===== config.mk =====
export PLATFORM = sky130hd
export DESIGN_NAME = dmem_arbiter
export DESIGN_NICKNAME = d
export VERILOG_FILES = /design/src/rtl/dmem_arbiter.sv
export SDC_FILE = /design/constraint.sdc
export NUM_CORES = 1
export LEC_CHECK = 0
export ABC_AREA = 1
export CORE_AREA = 2 2 106 108
export CTS_CLUSTER_DIAMETER = 60
export CTS_CLUSTER_SIZE = 16
export DETAILED_ROUTE_END_ITERATION = 10
export DIE_AREA = 0 0 108 110
export PLACE_DENSITY = 0.76
export SLEW_MARGIN = 20
export SYNTH_ARGS = -nofsm -noshare
export SYNTH_HDL_FRONTEND = slang
export SYNTH_SLANG_ARGS = --single-unit

===== constraint.sdc =====
create_clock -name clk -period 2.6 [get_ports clk]
set_input_delay 0.39 -clock clk [delete_from_list [all_inputs] [get_ports clk]]
set_output_delay 0.39 -clock clk [all_outputs]
set_load 0.02 [all_outputs]

===== src/rtl/dmem_arbiter.sv =====
// dmem_arbiter: shares the single-port 32-word data RAM between the MEM
// stage (port 0, fixed priority) and the loader/debug port (port 1).
// Ports: clk, rst_n; per port N: reqN_i, weN_i, addrN_i, wdataN_i,
//   gntN_o, rvalidN_o, rdataN_o; stall0_o to the hazard unit;
//   RAM side: mem_en_o, mem_we_o, mem_addr_o, mem_wdata_o, mem_rdata_i.
// Build option: define DMEM_ARB_RR_EN for round-robin conflict
//   resolution instead of priority plus starvation counter.
module dmem_arbiter #(
    parameter int ADDR_W   = 5,
    parameter int DATA_W   = 32,
    parameter int MAX_WAIT = 3
) (
    input  logic              clk,
    input  logic              rst_n,
    input  logic              req0_i,
    input  logic              we0_i,
    input  logic [31:0]       addr0_i,
    input  logic [DATA_W-1:0] wdata0_i,
    output logic              gnt0_o,
    output logic              rvalid0_o,
    output logic [DATA_W-1:0] rdata0_o,
    output logic              stall0_o,
    input  logic              req1_i,
    input  logic              we1_i,
    input  logic [31:0]       addr1_i,
    input  logic [DATA_W-1:0] wdata1_i,
    output logic              gnt1_o,
    output logic              rvalid1_o,
    output logic [DATA_W-1:0] rdata1_o,
    output logic              mem_en_o,
    output logic              mem_we_o,
    output logic [ADDR_W-1:0] mem_addr_o,
    output logic [DATA_W-1:0] mem_wdata_o,
    input  logic [DATA_W-1:0] mem_rdata_i
);

    typedef enum logic [1:0] {
        OWN_NONE,
        OWN_P0,
        OWN_P1
    } owner_t;

    owner_t            rd_owner;
    logic [3:0]        wait_cnt;
    logic [DATA_W-1:0] hold0;
    logic [DATA_W-1:0] hold1;
    logic              pick1;
    logic              both;

    // Only the word index reaches the RAM; the rest wraps away.
    logic unused_addr_hi;
    assign unused_addr_hi = ^{addr0_i[31:ADDR_W], addr1_i[31:ADDR_W]};

    assign both = req0_i & req1_i;

`ifdef DMEM_ARB_RR_EN
    // last_gnt = 1 means port 1 won the most recent grant.
    logic last_gnt;

    always_ff @(posedge clk or negedge rst_n) begin
        if (!rst_n) begin
            last_gnt <= 1'b1;
        end else if (gnt0_o) begin
            last_gnt <= 1'b0;
        end else if (gnt1_o) begin
            last_gnt <= 1'b1;
        end
    end

    assign pick1 = both ? ~last_gnt : req1_i;
`else
    assign pick1 = both ? (wait_cnt == 4'(MAX_WAIT)) : req1_i;
`endif

    assign gnt0_o   = req0_i & ~pick1;
    assign gnt1_o   = req1_i & pick1;
    assign stall0_o = req0_i & ~gnt0_o;

    always_comb begin
        mem_en_o    = gnt0_o | gnt1_o;
        mem_we_o    = 1'b0;
        mem_addr_o  = addr0_i[ADDR_W-1:0];
        mem_wdata_o = wdata0_i;
        if (gnt1_o) begin
            mem_we_o    = we1_i;
            mem_addr_o  = addr1_i[ADDR_W-1:0];
            mem_wdata_o = wdata1_i;
        end else if (gnt0_o) begin
            mem_we_o = we0_i;
        end
    end

    // Starvation counter; in round-robin builds it idles harmlessly.
    always_ff @(posedge clk or negedge rst_n) begin
        if (!rst_n) begin
            wait_cnt <= 4'd0;
        end else if (!req1_i || gnt1_o) begin
            wait_cnt <= 4'd0;
        end else if (wait_cnt != 4'(MAX_WAIT)) begin
            wait_cnt <= wait_cnt + 4'd1;
        end
    end

    always_ff @(posedge clk or negedge rst_n) begin
        if (!rst_n) begin
            rd_owner <= OWN_NONE;
        end else if (gnt0_o && !we0_i) begin
            rd_owner <= OWN_P0;
        end else if (gnt1_o && !we1_i) begin
            rd_owner <= OWN_P1;
        end else begin
            rd_owner <= OWN_NONE;
        end
    end

    // Hold registers keep the last delivered word for each port so a
    // non-owner's rdata stays put while the RAM serves the other port.
    always_ff @(posedge clk or negedge rst_n) begin
        if (!rst_n) begin
            hold0 <= '0;
            hold1 <= '0;
        end else begin
            if (rd_owner == OWN_P0) hold0 <= mem_rdata_i;
            if (rd_owner == OWN_P1) hold1 <= mem_rdata_i;
        end
    end

    assign rvalid0_o = (rd_owner == OWN_P0);
    assign rvalid1_o = (rd_owner == OWN_P1);
    assign rdata0_o  = rvalid0_o ? mem_rdata_i : hold0;
    assign rdata1_o  = rvalid1_o ? mem_rdata_i : hold1;

endmodule

# [Word-level counts from Yosys, hierarchy flattened]
# Cells that the tools add are included.
[op_classes] add_sub_neg=1 n_mul=0 div_mod_pow=0 n_lt_le_gt_ge=0 n_eq_ne=4 shifts=0 muxes=11 bitwise=7 reduce_logical=7
[ops] operator="$mux W32" n=3
[ops] operator="$mux W4" n=2
[ops] operator="$mux W5" n=1
[ops] operator="$add A4 B1 Y4 const B" n=1
[ops] operator="$and A1 B1 Y1" n=4
[ops] operator="$eq A4 B2 Y1 const B" n=1
[ops] operator="$mux W2" n=2
[ops] operator="$ne A4 B2 Y1 const B" n=1
[ops] operator="$logic_not A1 Y1" n=3
[ops] operator="$mux W1" n=3
[ops] operator="$eq A2 B1 Y1 const B" n=1
[ops] operator="$eq A2 B2 Y1 const B" n=1
[ops] operator="$logic_and A1 B1 Y1" n=2
[ops] operator="$not A1 Y1" n=2
[ops] operator="$reduce_bool A2 Y1" n=1
[ops] operator="$logic_or A1 B1 Y1" n=1
[ops] operator="$or A1 B1 Y1" n=1
[totals] ff_bits=70 latchBits=0 ram_bits=0 rom_bits=0 out_inout_bits=108 memories=0

# [Logic depth before layout (Yosys ltp)]
[logic_depth] ltp_word=6 depth_mapped=8 mapped_depth_nobuf=6

# [Least setup slack after synthesis]
# OpenSTA, ideal clock, no wires.
[synth_path] path_type="register to output" start="register rd_owner[1]" end="output port rdata0_o[10]" arrival_ns=1.434 slack_ns=0.776 stages_incl_launch_ff=5 path_buffers=2 cell_sequence="dfrtp_1 -> or2_1 -> buf_2 -> clkbuf_1 -> o21ai_0"
[synth_between] elab_chain_len=2
[synth_lines] item="from (decl)" line_no="43" source="owner_t rd_owner;"
[synth_lines] item="from (signal assigned)" line_no="106" source="rd_owner <= OWN_NONE;"
[synth_lines] item="from (signal assigned)" line_no="108" source="rd_owner <= OWN_P0;"
[synth_lines] item="from (signal assigned)" line_no="110" source="rd_owner <= OWN_P1;"
[synth_lines] item="$eq A2 B1 Y1" line_no="128" source="assign rvalid0_o = (rd_owner == OWN_P0);"
[synth_lines] item="$mux W32"
[synth_lines] item="to (decl)" line_no="21" source="output logic [DATA_W-1:0] rdata0_o,"
# No other way between the ends.

# [Worst setup path after layout]
[layout_path] start="input port req0_i" end="output port gnt1_o"
[layout_between] elab_chain_len=3
[layout_lines] item="from (decl)" line_no="15" source="input logic req0_i,"
[layout_lines] item="$and A1 B1 Y1" line_no="54" source="assign both = req0_i & req1_i;"
[layout_lines] item="$mux W1" line_no="72" source="assign pick1 = both ? (wait_cnt == 4'(MAX_WAIT)) : req1_i;"
[layout_lines] item="$and A1 B1 Y1" line_no="76" source="assign gnt1_o = req1_i & pick1;"
[layout_lines] item="to (decl)" line_no="27" source="output logic gnt1_o,"
# No other way between the ends.

==> impl_metrics.tcl <==
set metrics [dict create \
    fin_crit_sh_pct 97.8 \
    ys_types 17 \
    synthesis.area_um2 3150 \
    die_h_um 110 \
    arrival_ns 2.15 \
    yosys.area.top_type "dfrtp_1" \
    crit_chain "clkdlybuf4s50_1 > nand2_1 > inv_1 > nand3_2 > nand2_1 > buf_12 > clkdlybuf4s50_1" \
    via_per_inst 4.45 \
    critical_path.max_fanout 38 \
    cp-start-kind "input pin" \
    max-slew-margin-rel_pct 45.9 \
    grt_start_max_net_pins 39 \
    synth_commonest_cells "nand2_1, dfrtp_1, o21ai_0, inv_1, buf_2" \
    synth_area_leaders "dfrtp_1, nand2_1, o21ai_0, inv_1, buf_2" \
    dp_cells 747 \
    crit_start "req0_i" \
    ant_nets 0 \
    tightestPinTransition_ns 0.811 \
    required_ns 2.21 \
    path_buf_inv 4 \
    fillers 1007 \
    cts_buffer_depth 2 \
    hold_class "input pin to async pin" \
    ioPinCount 274 \
    die-area_um2 11900 \
    swShare_pct 32.6 \
    totalPowerFinal_mw 3.59 \
    power_leakage_nw 3.24 \
    avgSynthCellArea_um2 7.87 \
    antenna_found_initial 2 \
    p_per_area_nw_per_um2 624 \
    layout-drive-gt1-share_pct 4.98 \
    clockPowerShare_pct 27.2 \
    place_congestion 0.857 \
    p_int_mw 2.42 \
    status "finished clean" \
    htree_levels 3 \
    grt_first_pass_wirelength_um 16800 \
    critical_path_class "input pin to primary output" \
    synthCells 400 \
    first_pass_iters 4 \
    syn_nets 567 \
    synth_warnings 0 \
    grt_util_all_layers_pct 18.6 \
    max_freq_mhz 393 \
    drtIter0Drc 148 \
    seqPwrFrac_pct 37.2 \
    start_util_pct 29.4 \
    skew_ns 0.00677 \
    setup_viol 0 \
    synth_most_common_cell "nand2_1" \
    power_frac_comb_pct 35.6 \
    grt_pass1_vias 3374 \
    synth_seq_cells 70 \
    peakVddDrop_mv 0.297 \
    die_x_um 108 \
    synth_edf_count 0 \
    final_util_pct 53.7 \
    p_switching_mw 1.17 \
    numCtsBuffers 9 \
    synthArstFlopShare_pct 100 \
    end_kind "primary output" \
    synth_top_cell_area_share_pct 55.6 \
    pre_cts_slack_ns -0.0929 \
    crit_slowest_cell "clkdlybuf4s50_1" \
    fin_area_um2 5740 \
    drc_errors 0 \
    area_growth_pct 82.4 \
    post-route-min-period_ns 2.54 \
    coreArea_um2 10700 \
    placementRows 38 \
    fin_ws_ns 0.0561 \
    rsz0062_at_grt "false" \
    cts_tree "yes" \
    portBuffers 219 \
    clock_latency_ns 0.34 \
    synth_flop_cell "dfrtp_1" \
    clk_pin_slew_ns 0.07 \
    max_stage_delay_ns 0.63 \
    cts-root-buf "clkbuf_8" \
    cap_violations 0 \
    fin_nets 785 \
    routed_wl_um 11000 \
    placed_area_um2 5510 \
    finalMaxSlewViolations 0 \
    stdcell_count 765 \
    final_hold_viol_count 0 \
    r2r-start "wait_cnt[0]" \
    numClockSinks 70 \
    critPathTopFamily "buffers and inverters" \
    routedWlPerCell_um 14.3 \
    vias 3403 \
    yosysSeqAreaShare_pct 55.6 \
    dp_hpwl_um 8440 \
    gr-total-overflow 0 \
]
## layout make-up
type | count | area (µm²) | share of cell area [%]
Timing Repair Buffer | 229 | 2310 | 40.2
Clock buffer | 11 | 141 | 2.46
Sequential cell | 70 | 1750 | 30.5
Inverter | 43 | 161 | 2.81
Tap cell | 140 | 175 | 3.05
Multi-Input combinational cell | 265 | 1120 | 19.5
Clock inverter | 5 | 81.3 | 1.42
Antenna cell | 2 | 5.00 | 0.0871
## timing repair
action,4_1_cts,5_1_grt
setup endpoints to repair,64,31
hold buffers,0,0
setup buffers,0,0
gates resized for setup,65,30
## stage by stage
stage / hold WS [ns] / TNS [ns]
detailed placement: 0.459 / -1.76
floorplan: 0.0944 / 0
finish: 0.129 / 0
CTS: 0.131 / 0
global placement: 0.447 / -0.347
global route: 0.169 / 0
## per-layer routing
layer	routed length (µm)	vias up	GRT usage, %	part of all wire [%]
li1	-	1655	-	-
met1	3910	1563	19.2	36
met2	5680	164	33.8	52
met3	1070	21	6.41	9.8
met4	304	0	8.70	2.8
met5	0	-	0	0
## worst paths after layout
check	slack (ns)	end	cells past startpoint
max	0.06	gnt1_o	7
min	0.13	hold1[7]	1
max reg2reg	1.15	wait_cnt[2]	7
min reg2reg	0.46	wait_cnt[0]	1
max in group asynchronous	1.80	wait_cnt[2]	2
min in group clk	0.46	wait_cnt[0]	1
## cell usage in the layout (no fill, tap or decap), types with 4 or more instances in the layout
| cell type | count |
|---|---|
| buf_12 | 4 |
| buf_4 | 5 |
| clkbuf_8 | 10 |
| clkdlybuf4s50_1 | 125 |
| dfrtp_1 | 70 |
| dlygate4sd2_1 | 64 |
| dlymetal6s2s_1 | 29 |
| inv_1 | 43 |
| nand2_1 | 185 |
| nor2_1 | 5 |
| o21ai_0 | 64 |
## kinds of logic (layout without fill, tap and decap cells)
logic type,Yosys count,in the layout,synth area share (%)
flip-flops,70,70,55.6
other,0,2,0
XOR/XNOR,2,2,0.557
AND/OR/NAND/NOR,198,198,24.2
AO/OA/AOI/OAI,64,64,10.2
adder cells (fa/ha/maj),1,1,0.397
buffers and inverters,65,288,9.06
## power groups by stage
| stage | sequential (mW) | clock [mW] | combinational [mW] |
|---|---|---|---|
| floorplan | 1.34 | 0 | 0.621 |
| global placement | 1.35 | 0 | 1.38 |
| detailed placement | 1.36 | 0 | 1.39 |
| CTS | 1.34 | 1.01 | 1.31 |
| global route | 1.36 | 1.06 | 1.38 |
| finish | 1.34 | 0.974 | 1.28 |
## flip-flops by register name, indices dropped and copies added, names as in the netlist
name,cells
hold0,32
hold1,32
wait_cnt,4
rd_owner,2
## worst register-to-register path: cells and delay by family (launching register included)
| family | cells | cell delay (ns) |
|---|---|---|
| fa+ha+maj | 1 | 0.26 |
| buf+inv | 1 | 0.20 |
| flops | 1 | 0.40 |
| simple gates | 5 | 0.53 |
(Power assumes the default switching activity.)
